File: src/rtl/multiword_add_sequencer_pkg.sv
// multiword_add_sequencer_pkg: shared FSM state type and slice width for the multiword adder.
package multiword_add_sequencer_pkg;
   localparam int SLICE_W = 8;
   typedef enum logic [1:0] {IDLE, RUN, DONE} state_t;
endpackage

File: src/rtl/ripple_carry_adder.sv
// ripple_carry_adder: SLICE_W-bit ripple-carry adder slice shared across all words.
module ripple_carry_adder
   import multiword_add_sequencer_pkg::*;
(
   input  logic [SLICE_W-1:0] a,
   input  logic [SLICE_W-1:0] b,
   input  logic               cin,
   output logic [SLICE_W-1:0] sum,
   output logic               cout
);
   logic [SLICE_W:0] w_c;
   assign w_c[0] = cin;
   for (genvar i = 0; i < SLICE_W; i++) begin : g_fa
      assign sum[i]    = a[i] ^ b[i] ^ w_c[i];
      assign w_c[i+1]  = (a[i] & b[i]) | (w_c[i] & (a[i] ^ b[i]));
   end
   assign cout = w_c[SLICE_W];
endmodule

File: src/rtl/multiword_add_sequencer.sv
// multiword_add_sequencer: runs one 8-bit adder slice over WORDS cycles for a wide add/subtract,
// carrying between slices through a flop; valid/ready on both sides.
module multiword_add_sequencer
   import multiword_add_sequencer_pkg::*;
#(
   parameter int WORDS = 4,
   localparam int W    = SLICE_W * WORDS,
   localparam int IW   = $clog2(WORDS)
) (
   input  logic         clk,
   input  logic         rst,
   input  logic         in_valid,
   output logic         in_ready,
   input  logic [W-1:0] a,
   input  logic [W-1:0] b,
   input  logic         sub,
   output logic         out_valid,
   input  logic         out_ready,
   output logic [W-1:0] result,
   output logic         cout,
   output logic         ovf,
   output logic         zero
);
   state_t             r_state;
   logic [W-1:0]       r_a;
   logic [W-1:0]       r_b;
   logic [W-1:0]       r_res;
   logic               r_carry;
   logic [IW-1:0]      r_idx;
   logic               r_cout;
   logic               r_ovf;
   logic               r_out_valid;
   logic [SLICE_W-1:0] w_sum;
   logic               w_cout;
   logic               w_last;

   ripple_carry_adder u_rca (
      .a    (r_a[SLICE_W-1:0]),
      .b    (r_b[SLICE_W-1:0]),
      .cin  (r_carry),
      .sum  (w_sum),
      .cout (w_cout)
   );

   assign w_last    = r_idx == IW'(WORDS - 1);
   assign in_ready  = r_state == IDLE;
   assign out_valid = r_out_valid;
   assign result    = r_res;
   assign cout      = r_cout;
   assign ovf       = r_ovf;
   assign zero      = ~|r_res;

   always_ff @(posedge clk) begin
      if (rst) begin
         r_state     <= IDLE;
         r_a         <= '0;
         r_b         <= '0;
         r_res       <= '0;
         r_carry     <= 1'b0;
         r_idx       <= '0;
         r_cout      <= 1'b0;
         r_ovf       <= 1'b0;
         r_out_valid <= 1'b0;
      end else begin
         case (r_state)
            IDLE: if (in_valid) begin
               r_a     <= a;
               r_b     <= sub ? ~b : b;
               r_carry <= sub;
               r_idx   <= '0;
               r_state <= RUN;
            end
            RUN: begin
               r_a     <= r_a >> SLICE_W;
               r_b     <= r_b >> SLICE_W;
               r_res   <= {w_sum, r_res[W-1:SLICE_W]};
               r_carry <= w_cout;
               r_idx   <= r_idx + IW'(1);
               // top slice: signs of a and post-invert b agree but the sum sign differs
               if (w_last) begin
                  r_ovf   <= (r_a[SLICE_W-1] == r_b[SLICE_W-1]) && (w_sum[SLICE_W-1] != r_a[SLICE_W-1]);
                  r_cout  <= w_cout;
                  r_idx   <= '0;
                  r_state <= DONE;
               end
            end
            DONE: begin
               // out_valid is registered, so it rises one edge after DONE entry
               if (r_out_valid && out_ready) begin
                  r_out_valid <= 1'b0;
                  r_state     <= IDLE;
               end else begin
                  r_out_valid <= 1'b1;
               end
            end
            default: r_state <= IDLE;
         endcase
      end
   end
endmodule

File: config.mk
export PLATFORM = sky130hd
export DESIGN_NAME = multiword_add_sequencer
export DESIGN_NICKNAME = d
export VERILOG_FILES = /design/src/rtl/multiword_add_sequencer_pkg.sv /design/src/rtl/ripple_carry_adder.sv /design/src/rtl/multiword_add_sequencer.sv
export SDC_FILE = /design/constraint.sdc
export NUM_CORES = 1
export LEC_CHECK = 0
export CORE_MARGIN = 2
export CORE_UTILIZATION = 50
export CTS_CLUSTER_SIZE = 25
export DETAILED_ROUTE_END_ITERATION = 7
export GPL_ROUTABILITY_DRIVEN = 0
export PLACE_DENSITY_LB_ADDON = 0.05
export SLEW_MARGIN = 40
export SYNTH_ARGS = -nofsm -noshare
export SYNTH_HDL_FRONTEND = slang
export SYNTH_SLANG_ARGS = --single-unit
File: constraint.sdc
create_clock -name clk -period 5.1 [get_ports clk]
set_input_delay 0.765 -clock clk [delete_from_list [all_inputs] [get_ports clk]]
set_output_delay 0.765 -clock clk [all_outputs]
set_load 0.01 [all_outputs]
==> impl_metrics.py, run 1 <==
metrics = {
    "status": {
        "status": "complete, no violations",
    },
    "drt": {
        "drt_wl_total_um": 10450,
        "antenna_left": 0,
        "vias_per_cell": 5.557,
        "drc": 0,
        "drt-initial-drc-count": 222,
        "vias": 3834,
        "first_pass_iters": 4,
        "wl_per_cell_um": 15.15,
    },
    "timing": {
        "final_hold_viol_count": 0,
        "rsz0062_at_grt": "no",
        "finClkSkew_ps": 12.26,
        "layout_min_cycle_time_ps": 4242,
        "worstMarginPinSlew_ps": 805.2,
        "relSlewSlack_pct": 46.25,
        "period_share_pct": 83.17,
        "report.final.slew_viol_count": 0,
        "fmax_ghz": 0.2358,
        "report.final.setup_viol": 0,
        "fin_setup_tns_ps": 0,
    },
    "clocking": {
        "cts_buffers": 9,
        "htreeDepth": 3,
        "cts_hold_buf": 0,
        "clkTransAtPathRegs_ps": 110,
        "cts_tree": "yes",
        "post_cts_buffers": 0,
        "clockBufferDepth": 2,
        "cts_resized": 0,
        "cts.sinks": 104,
        "insertion_delay_ps": 360,
        "clock-root-buffer": "clkbuf_8",
    },
    "final_layout": {
        "fin_nets": 656,
        "area_growth_pct": 27.76,
        "fin_util_pct": 65.30,
        "n_fill_cell": 797,
        "final_area_mm2": 0.005667,
        "drive_gt1_share_pct": 5.155,
        "final_cell_mix": "104 x dfxtp_1, 103 x clkdlybuf4s50_1, 81 x nor2_1",
        "layout_commonest_cell": "dfxtp_1",
        "insertedDiodeCount": 0,
        "regArea_mm2": 0.002082,
        "multi_input_area_mm2": 0.002138,
    },
    "floorplan": {
        "num_rows": 34,
        "coreArea_mm2": 0.008678,
        "ios": 106,
        "die_area_mm2": 0.009640,
        "die_x_um": 98.19,
        "die_y_um": 98.19,
        "initial_core_util_pct": 51.11,
    },
    "worst_setup_path": {
        "critPathMaxFanout": 2,
        "end_kind": "flop",
        "cp.arrival_ps": 4530,
        "path_class": "reg -> reg",
        "crit_required_ps": 5390,
        "cp-start-kind": "flop",
    },
    "global_route": {
        "grt_antenna_before_repair": 0,
        "grt_pass1_wl_um": 17510,
        "grt_usage_pct": 22.05,
        "grt_pass1_vias": 3581,
        "grt-ovfl-total": 0,
        "grt_max_degree": 62,
    },
    "synthesis": {
        "syn_nets": 575,
        "synth_ff_type": "dfxtp_1",
        "synth-edff-count": 0,
        "synth_seq_cells": 104,
        "synth_seq_area_share_pct": 46.94,
        "ys_types": 34,
        "syn_area_per_cell_um2": 8.943,
        "synthArstFlopShare_pct": 0,
        "yosysWarnings": 0,
        "post_synth_instance_area_mm2": 0.004436,
        "synthCells": 496,
    },
    "pwr": {
        "p_leak_nw": 2.052,
        "p_per_area_mw_per_mm2": 299.0,
        "vdd_drop_max_v": 0.0001994,
    },
    "placed_design": {
        "placed_area_mm2": 0.005479,
        "hpwl_um": 7370,
        "port_buffers": 105,
    },
    "hold_path": {
        "hold_path.class": "reg -> reg",
    },
    "flow_run": {
        "drv_cap": 0,
    },
}
==> registers in the layout, summed over array words and instances, names as in the netlist <==
signal,flops
cout,1
out_valid,1
ovf,1
r_a,32
r_b,32
r_carry,1
r_idx,2
r_state,2
result,32
==> routing by layer <==
layer	share of wire (%)	wire length, µm	track usage [%]
met5	0	0	0
met4	1.4	151	6.006
met2	49	5102	36.67
met1	45	4722	29.96
met3	4.6	476	3.651
==> worst max-delay path: stages, from the launching register on <==
cell,delay [ps]
dfxtp_1,350
fa_1,430
inv_1,80
fa_1,170
inv_1,50
fa_1,370
fa_1,390
fa_1,400
fa_1,400
fa_1,380
inv_1,80
fa_1,450
xor2_1,160
or3_1,300
a21oi_1,140
==> cells in the mapped netlist, types with 2 or more instances <==
cell type	count	share of area [%]
nand2b_1	2	0.28
o22ai_1	14	2.0
o2bb2ai_1	10	2.0
nor2_2	2	0.28
inv_1	9	0.76
a21oi_1	35	3.9
xnor2_1	24	4.7
nand2_1	64	5.4
ha_1	2	0.56
nor2b_1	2	0.28
a22oi_1	17	2.9
buf_2	8	0.90
a221oi_1	2	0.39
buf_6	3	0.76
a221o_1	24	5.4
nor2_1	81	6.9
a211oi_1	25	4.2
nand4_1	2	0.28
fa_1	8	3.6
buf_1	4	0.34
nor4_1	8	1.1
clkbuf_1	26	2.2
or3_1	2	0.28
dfxtp_1	104	47
xor2_1	9	1.8
==> path summary, 6_finish.rpt <==
path	startpoint	to	slack [ps]	cells after the start
worst max-delay path	r_a[0]	ovf	860	14
worst min-delay path	result[6]	result[6]	480	2
worst max register to register	r_a[0]	ovf	860	14
worst min register to register	result[6]	result[6]	480	2
==> stage by stage <==
stage	hold slack [ps]	std cells	setup slack [ps]	power (mW)
finish	479.5	690	858.5	1.694
floorplan	444.8	496	1150	1.099
detailed placement	465.5	674	889.6	1.229
CTS	479.8	690	863.2	1.710
global placement	452.4	674	1056	1.219
global route	507.9	690	699.8	1.780
==> report_power, final <==
group	switching (mW)	leakage (nW)	internal, mW	total, mW
registers	0.0461	0.852	0.867	0.913
clock network	0.297	0.0940	0.188	0.485
logic	0.142	1.11	0.153	0.295
==> cells by family after synthesis <==
kind of cell             synth area share, %
AND/OR/NAND/NOR                        15.49
multiplexers                          0.2257
XOR/XNOR                               6.516
flip-flops                             46.94
adder cells (fa/ha/maj)                4.175
AO/OA/AOI/OAI                          21.61
buffers and inverters                  5.049
==> cell type report <==
class,count,area share (%)
Inverter,10,0.6624
Sequential cell,104,36.74
Timing Repair Buffer,111,19.21
Multi-Input combinational cell,341,37.73
Clock buffer,9,2.186
Tap cell,108,2.385
Clock inverter,7,1.082
(Power assumes the default switching activity.)
==> run 2: changes to the inputs <==
==> constraint.sdc (replaced) <==
create_clock -name clk -period 4.25 [get_ports clk]
set_input_delay 0.6375 -clock clk [delete_from_list [all_inputs] [get_ports clk]]
set_output_delay 0.6375 -clock clk [all_outputs]
set_load 0.01 [all_outputs]
==> impl_metrics.py, run 2 (synthesis results as in run 1) <==
metrics = {
    "status": {
        "status": "complete, no violations",
    },
    "timing": {
        "worstMarginPinSlew_ps": 752.4,
        "relSlewSlack_pct": 49.53,
        "report.final.slew_viol_count": 0,
        "finClkSkew_ps": 11.07,
        "fin_setup_tns_ps": 0,
        "fmax_ghz": 0.2457,
        "layout_min_cycle_time_ps": 4070,
        "final_hold_viol_count": 0,
        "period_share_pct": 95.77,
        "layout_setup_ws_ps": 179.7,
        "rsz0062_at_grt": "no",
        "report.final.setup_viol": 0,
    },
    "placed_design": {
        "dpl_worst_slack_ps": 132.5,
        "dp.cells": 674,
        "placed_area_mm2": 0.005484,
        "port_buffers": 105,
        "hpwl_um": 7309,
    },
    "floorplan": {
        "die_x_um": 98.19,
        "coreArea_mm2": 0.008678,
        "initial_core_util_pct": 51.11,
        "num_rows": 34,
        "die_area_mm2": 0.009640,
        "ios": 106,
        "die_y_um": 98.19,
    },
    "drt": {
        "first_pass_iters": 4,
        "drc": 0,
        "vias_per_cell": 5.575,
        "wl_per_cell_um": 14.93,
        "drt-initial-drc-count": 169,
        "vias": 3847,
        "drt_wl_total_um": 10300,
        "antenna_left": 0,
    },
    "worst_setup_path": {
        "critPathMaxFanout": 2,
        "crit_required_ps": 4540,
        "path_class": "reg -> reg",
        "cp-start-kind": "flop",
        "cp.arrival_ps": 4360,
        "end_kind": "flop",
        "r2r_slack_ps": 180,
        "reg2reg_from": "r_a[0]",
        "r2r_cells": 14,
        "r2r_end": "ovf",
    },
    "hold_path": {
        "worstHoldStart": "r_idx[0]",
        "min_delay_path_depth": 2,
        "hold_path.class": "reg -> reg",
        "holdPathEnd": "r_idx[0]",
    },
    "final_layout": {
        "n_fill_cell": 789,
        "final_area_mm2": 0.005655,
        "insertedDiodeCount": 0,
        "final_cell_mix": "103 x dfxtp_1, 103 x clkdlybuf4s50_1, 81 x nor2_1",
        "drive_gt1_share_pct": 4.983,
        "fin_nets": 656,
        "area_growth_pct": 27.50,
        "final_cells": 690,
    },
    "clocking": {
        "clock-root-buffer": "clkbuf_8",
        "clockBufferDepth": 2,
        "clkTransAtPathRegs_ps": 100,
        "htreeDepth": 3,
        "cts.sinks": 104,
        "cts_buffers": 9,
        "cts_tree": "yes",
        "insertion_delay_ps": 350,
    },
    "global_route": {
        "grt_pass1_wl_um": 17230,
        "grt_antenna_before_repair": 0,
        "grt_max_degree": 48,
        "grt_usage_pct": 21.68,
        "grt_pass1_vias": 3542,
        "grt-ovfl-total": 0,
    },
    "flow_run": {
        "drv_cap": 0,
    },
    "pwr": {
        "vdd_drop_max_v": 0.0002082,
        "p_per_area_mw_per_mm2": 351.7,
        "p_leak_nw": 2.040,
    },
}
[run 2: cell count changes in the layout (fill, tap and decap cells not counted), sizes merged]
cell | previous run | this run
clkbuf | 9 | 12
inv | 13 | 10
[run 2: critical path: stages (launching register included)]
cell and delay [ps]:
dfxtp_1 340, fa_1 420, inv_1 80, fa_1 160, inv_1 50, fa_1 380
fa_1 390, fa_2 350, fa_1 380, fa_1 370, inv_1 70, fa_1 440
xor2_1 160, or3_1 300, a21oi_1 140
[run 2: worst max path at each step]
| stage | start | to | slack, ps | cells past startpoint |
|---|---|---|---|---|
| after floorplan | r_a[0] | ovf | 300 | 14 |
| after global placement | r_a[0] | ovf | 200 | 14 |
| after detailed placement | r_a[0] | ovf | 130 | 14 |
| after CTS | r_a[0] | ovf | 130 | 14 |
| after global routing | r_a[0] | ovf | 4 | 14 |
| final | r_a[0] | ovf | 180 | 14 |
[run 2: area by class of cell]
type                            count  area (µm²)  area share, %
Sequential cell                   104        2083          36.84
Multi-Input combinational cell    341        2146          37.94
Inverter                           10       37.54         0.6637
Clock buffer                       12       135.1          2.389
Clock inverter                      4       30.03         0.5310
Tap cell                          108       135.1          2.389
Timing Repair Buffer              111        1089          19.25
[run 2: stage by stage]
step	total power, mW	utilization, %	hold WS, ps
3_3_place_gp	1.463	63.06	452.9
2_1_floorplan	1.319	-	444.8
6_report	1.989	65.17	470.2
4_1_cts	2.004	65.10	474.6
3_5_place_dp	1.472	63.19	462.6
5_1_grt	2.095	65.17	503.2
[run 2: timing repair]
item	CTS	global route
endpoints found under the setup margin	0	1
hold endpoints to repair	0	0
setup buffers	0	0
hold buffers	0	0
gates resized for setup	0	1
[run 2: metal layers]
| metal | share of wire [%] | GRT usage (%) | vias up |
|---|---|---|---|
| met5 | 0 | 0 | - |
| met2 | 48 | 34.72 | 101 |
| met3 | 4.1 | 3.078 | 17 |
| met4 | 2.5 | 8.219 | 0 |
| met1 | 46 | 29.97 | 1827 |
| li1 | - | - | 1902 |
[run 2: where the power goes]
part,switching [mW],leakage [nW],internal (mW)
Clock,0.323,0.0810,0.217
Sequential,0.0548,0.852,1.04
Combinational,0.170,1.11,0.184
Total,0.548,2.04,1.44
